**config.mk**
```make
export PLATFORM = sky130hd
export DESIGN_NAME = rf_write_arbiter
export DESIGN_NICKNAME = d
export VERILOG_FILES = /design/src/rtl/rf_write_arbiter.sv
export SDC_FILE = /design/constraint.sdc
export NUM_CORES = 1
export LEC_CHECK = 0
export CAP_MARGIN = 25
export CORE_ASPECT_RATIO = 1.2
export CORE_MARGIN = 2
export CORE_UTILIZATION = 52
export CTS_CLUSTER_DIAMETER = 100
export DETAILED_ROUTE_END_ITERATION = 10
export PLACE_DENSITY = 0.93
export SETUP_SLACK_MARGIN = 0.05
export SYNTH_ARGS = -nofsm -noshare
export SYNTH_HDL_FRONTEND = slang
export SYNTH_SLANG_ARGS = --single-unit
```
**constraint.sdc**
```tcl
create_clock -name clk -period 4.95 [get_ports clk]
set_input_delay 0.495 -clock clk [delete_from_list [all_inputs] [get_ports clk]]
set_output_delay 0.495 -clock clk [all_outputs]
set_load 0.005 [all_outputs]
```
**src/rtl/rf_write_arbiter.sv**
```systemverilog
// rf_write_arbiter: two-requester register-file write arbiter with holding buffers and RAW scoreboard; optional forwarding via RF_WRITE_BYPASS_EN
module rf_write_arbiter #(
  parameter int DATA_WIDTH = 32,
  parameter int ADDR_WIDTH = 5
) (
  input  logic                  clk,
  input  logic                  reset,
  input  logic                  a_valid,
  output logic                  a_ready,
  input  logic [ADDR_WIDTH-1:0] a_rd,
  input  logic [DATA_WIDTH-1:0] a_data,
  input  logic                  b_valid,
  output logic                  b_ready,
  input  logic [ADDR_WIDTH-1:0] b_rd,
  input  logic [DATA_WIDTH-1:0] b_data,
  input  logic [ADDR_WIDTH-1:0] rs1,
  input  logic [ADDR_WIDTH-1:0] rs2,
  output logic                  rs1_busy,
  output logic                  rs2_busy,
  output logic                  rf_we,
  output logic [ADDR_WIDTH-1:0] rf_rd,
  output logic [DATA_WIDTH-1:0] rf_data_in,
  output logic                  rf_src
`ifdef RF_WRITE_BYPASS_EN
  ,
  output logic [DATA_WIDTH-1:0] rs1_fwd_data,
  output logic [DATA_WIDTH-1:0] rs2_fwd_data
`endif
);
  logic                  ha, hb;
  logic [ADDR_WIDTH-1:0] ha_rd, hb_rd;
  logic [DATA_WIDTH-1:0] ha_data, hb_data;
  logic                  rr, age_v, age_b;
  logic                  a_load, b_load, grant_a, grant_b, tie, ha_n, hb_n;
  logic                  m1h, m1o, m2h, m2o, nz1, nz2;

  assign a_ready = !ha;
  assign b_ready = !hb;

  // arbitration: single holder wins, otherwise older entry, otherwise rr side
  always_comb begin
    a_load  = a_valid && !ha && a_rd != '0;
    b_load  = b_valid && !hb && b_rd != '0;
    tie     = ha && hb && !age_v;
    grant_a = ha && (!hb || (age_v ? !age_b : !rr));
    grant_b = hb && !grant_a;
    ha_n    = ha ? !grant_a : a_load;
    hb_n    = hb ? !grant_b : b_load;
  end

  // holding buffers, age/rr tracking and registered write port
  always_ff @(posedge clk) begin
    if (!reset) begin
      ha         <= 1'b0;
      hb         <= 1'b0;
      ha_rd      <= '0;
      hb_rd      <= '0;
      ha_data    <= '0;
      hb_data    <= '0;
      rr         <= 1'b0;
      age_v      <= 1'b0;
      age_b      <= 1'b0;
      rf_we      <= 1'b0;
      rf_rd      <= '0;
      rf_data_in <= '0;
      rf_src     <= 1'b0;
    end else begin
      ha    <= ha_n;
      hb    <= hb_n;
      age_v <= ha_n && hb_n && !(a_load && b_load);
      age_b <= (a_load && !b_load) ? 1'b1 : (b_load && !a_load) ? 1'b0 : age_b;
      rf_we <= grant_a || grant_b;
      if (a_load) begin
        ha_rd   <= a_rd;
        ha_data <= a_data;
      end
      if (b_load) begin
        hb_rd   <= b_rd;
        hb_data <= b_data;
      end
      if (tie) rr <= !rr;
      if (grant_a || grant_b) begin
        rf_rd      <= grant_b ? hb_rd : ha_rd;
        rf_data_in <= grant_b ? hb_data : ha_data;
        rf_src     <= grant_b;
      end
    end
  end

  // pending-write scoreboard; a buffered write is always newer than the one in the output stage
  always_comb begin
    nz1 = rs1 != '0;
    nz2 = rs2 != '0;
    m1h = (ha && ha_rd == rs1) || (hb && hb_rd == rs1);
    m2h = (ha && ha_rd == rs2) || (hb && hb_rd == rs2);
    m1o = rf_we && rf_rd == rs1;
    m2o = rf_we && rf_rd == rs2;
`ifdef RF_WRITE_BYPASS_EN
    rs1_busy     = nz1 && m1h;
    rs2_busy     = nz2 && m2h;
    rs1_fwd_data = (nz1 && !m1h && m1o) ? rf_data_in : '0;
    rs2_fwd_data = (nz2 && !m2h && m2o) ? rf_data_in : '0;
`else
    rs1_busy = nz1 && (m1h || m1o);
    rs2_busy = nz2 && (m2h || m2o);
`endif
  end
endmodule

```
==> metrics <==
drc violations=0; final WL=13.2 mm; Final Slew Violations=0; synth top area cells=dfxtp_1 48%, nand2_1 11%, a21boi_1 7.7%; cts repair resizes=0; clk_skew=0.00512 ns; critical path class=input pin to output pin; R2R cell count=7; Syn Area/Cell=9.26 um^2; Top Ports=131; clock slew seen by the registers of the worst setup and hold paths=0.06 ns; htree depth=4; most common cell in the netlist=nand2_1; CTS tree=yes; area leader, netlist=dfxtp_1; Rel. slew slack=30.6%; post-route ant nets=0; RR Startpoint=ha; first-pass GRT wire length=20.6 mm; vias per inst=5.48; Sink Count=118; CP Data Arrival Time=2.32 ns; vias in the first global route=4,365; DRT Pass-1 Iters=7; Yosys top cell area share=48.2%; n_diodes=0; dpl hpwl=8.48 mm; synthesized cell area=4900 um^2; Die Y=110 um; post-synthesis register bit count=118; initial antenna violation count=0; Yosys cell types=35; data required time of the worst path=4.45 ns; root buf cell=clkbuf_8; Cell Rows=38; setup bufs post-CTS=0; worst-skew pair later-pin latency=0.52 ns; worst-path fanout max=4; hold slack=0.454 ns; WL per Instance=16.9 um; DR vias=4,273; yosys warns=0; 1st-iter DRT viols=318; Final Critical Period=2.82 ns; final core utilization=74.6%; period utilisation layout=56.9%; HP Class=flop to flop; leak pwr=0.00294 uW; final instance area=6770 um^2; Starting Density=54.0%; Worst Hold End=rf_data_in[20]; Max Cap Viol=0; hold path start=hb_data[20]; Synth Instances=529; Synth async-reset ratio=0%; CTS Hold Buffers Added=0; Total GRT Usage=25.9%; Worst Tran Pin Value=1.04 ns; Hold Crit Depth=1; CTS Buf Count=17; Port Buffer Count=130; die width=92.6 um; Placement Cell Area=6190 um^2; Syn Nets=619; Commonest cells post-synth=144 x nand2_1, 118 x dfxtp_1, 50 x a21boi_1; placer's final routability congestion estimate=0.926; Max Freq=355 MHz; Post-synth EDFFs=0; Clock Path Buffers=2; endpoints failing setup=0; RSZ-0062 raised after global routing=no; core box area=9080 um^2; P&R area growth vs syn=38.2%; final hold vios=0; TNS Setup=0 ns; Max VDD drop=0.275 mV; Power Density=368 nW/um^2; total global routing overflow=0; R2R setup slack=2.50 ns; status=completed; die area=10,200 um^2; layout cells sized above 1=7.27%; nature of the critical path endpoint=output pin; Reg-to-Reg End=age_b; predominant post-synthesis flop cell=dfxtp_1; Startpoint Class=input pin; post-synthesis sequential area ratio=48.2%; Final Total Pwr=2490 uW; Net count, final=737; largest net degree at the start of global routing=84
how the worst max path moves through the flow:
stage	from	cells past startpoint	slack, ns	to
3_5_place_dp	a_rd[0]	8	1.82	age_b
4_1_cts	rs1[1]	6	2.14	rs1_busy
3_3_place_gp	a_rd[0]	8	1.91	age_b
2_1_floorplan	a_rd[0]	7	2.89	age_b
5_1_grt	rs1[2]	6	2.02	rs1_busy
6_report	rs1[1]	6	2.13	rs1_busy
cell families (layout without fill, tap and decap cells):
| family | after synthesis | in the layout | synth area share, % |
|---|---|---|---|
| multiplexers | 3 | 3 | 0.638 |
| flip-flops | 118 | 118 | 48.2 |
| buffers and inverters | 40 | 171 | 4.39 |
| XOR/XNOR | 31 | 31 | 5.54 |
| adder cells (fa/ha/maj) | 2 | 2 | 0.511 |
| AO/OA/AOI/OAI | 156 | 156 | 25.3 |
| AND/OR/NAND/NOR | 179 | 179 | 15.4 |
cells in the final DEF (no fill, tap or decap), types with 16 or more instances in the layout:
cell and instances:
dfxtp_1 118, a21boi_0 18, clkdlybuf4s50_1 129, a21boi_1 50
nand2_1 144, a22o_1 37, xor2_1 25, a21o_1 37
clkbuf_16 16
per-layer routing:
metal  global-route usage (%)  vias to the layer above  part of all wire, %
met3                     5.64                       28                  6.3
li1                         -                     2046                    -
met2                     46.4                      174                   52
met5                        0                        -                    0
met4                     11.9                        0                  2.4
met1                     29.7                     2025                   40
cell type report:
| class | instances | area [um^2] |
|---|---|---|
| fillers | 585 | 2310 |
| repair buffers | 135 | 1330 |
| well taps | 120 | 150 |
| flip-flops and latches | 118 | 2360 |
| clock buffers | 18 | 428 |
| clock inverters | 14 | 153 |
| inverters | 4 | 15.0 |
| multi-input cells | 371 | 2330 |
critical path: stages:
cell	delay [ns]
clkdlybuf4s50_1	0.52
xor2_1	0.20
nor4_1	0.36
nand4_1	0.13
nand3_1	0.11
clkdlybuf4s50_1	0.50
per-stage QoR:
| step | worst slack, ns | std cells |
|---|---|---|
| finish | 2.13 | 780 |
| global route | 2.02 | 780 |
| CTS | 2.14 | 780 |
| detailed placement | 1.82 | 748 |
| global placement | 1.91 | 748 |
| floorplan | 2.89 | 529 |
power breakdown:
group / internal, uW / switching (uW)
sequential: 1000 / 39.2
combinational: 147 / 128
clock: 731 / 445
total: 1880 / 612
flip-flops by register name (all words and copies together) (netlist names):
register / flops
ha_data: 32
hb_data: 32
rf_data_in: 32
ha_rd: 5
hb_rd: 5
rf_rd: 5
age_b: 1
age_v: 1
ha: 1
hb: 1
rf_src: 1
rf_we: 1
rr: 1
(Power assumes the default switching activity.)
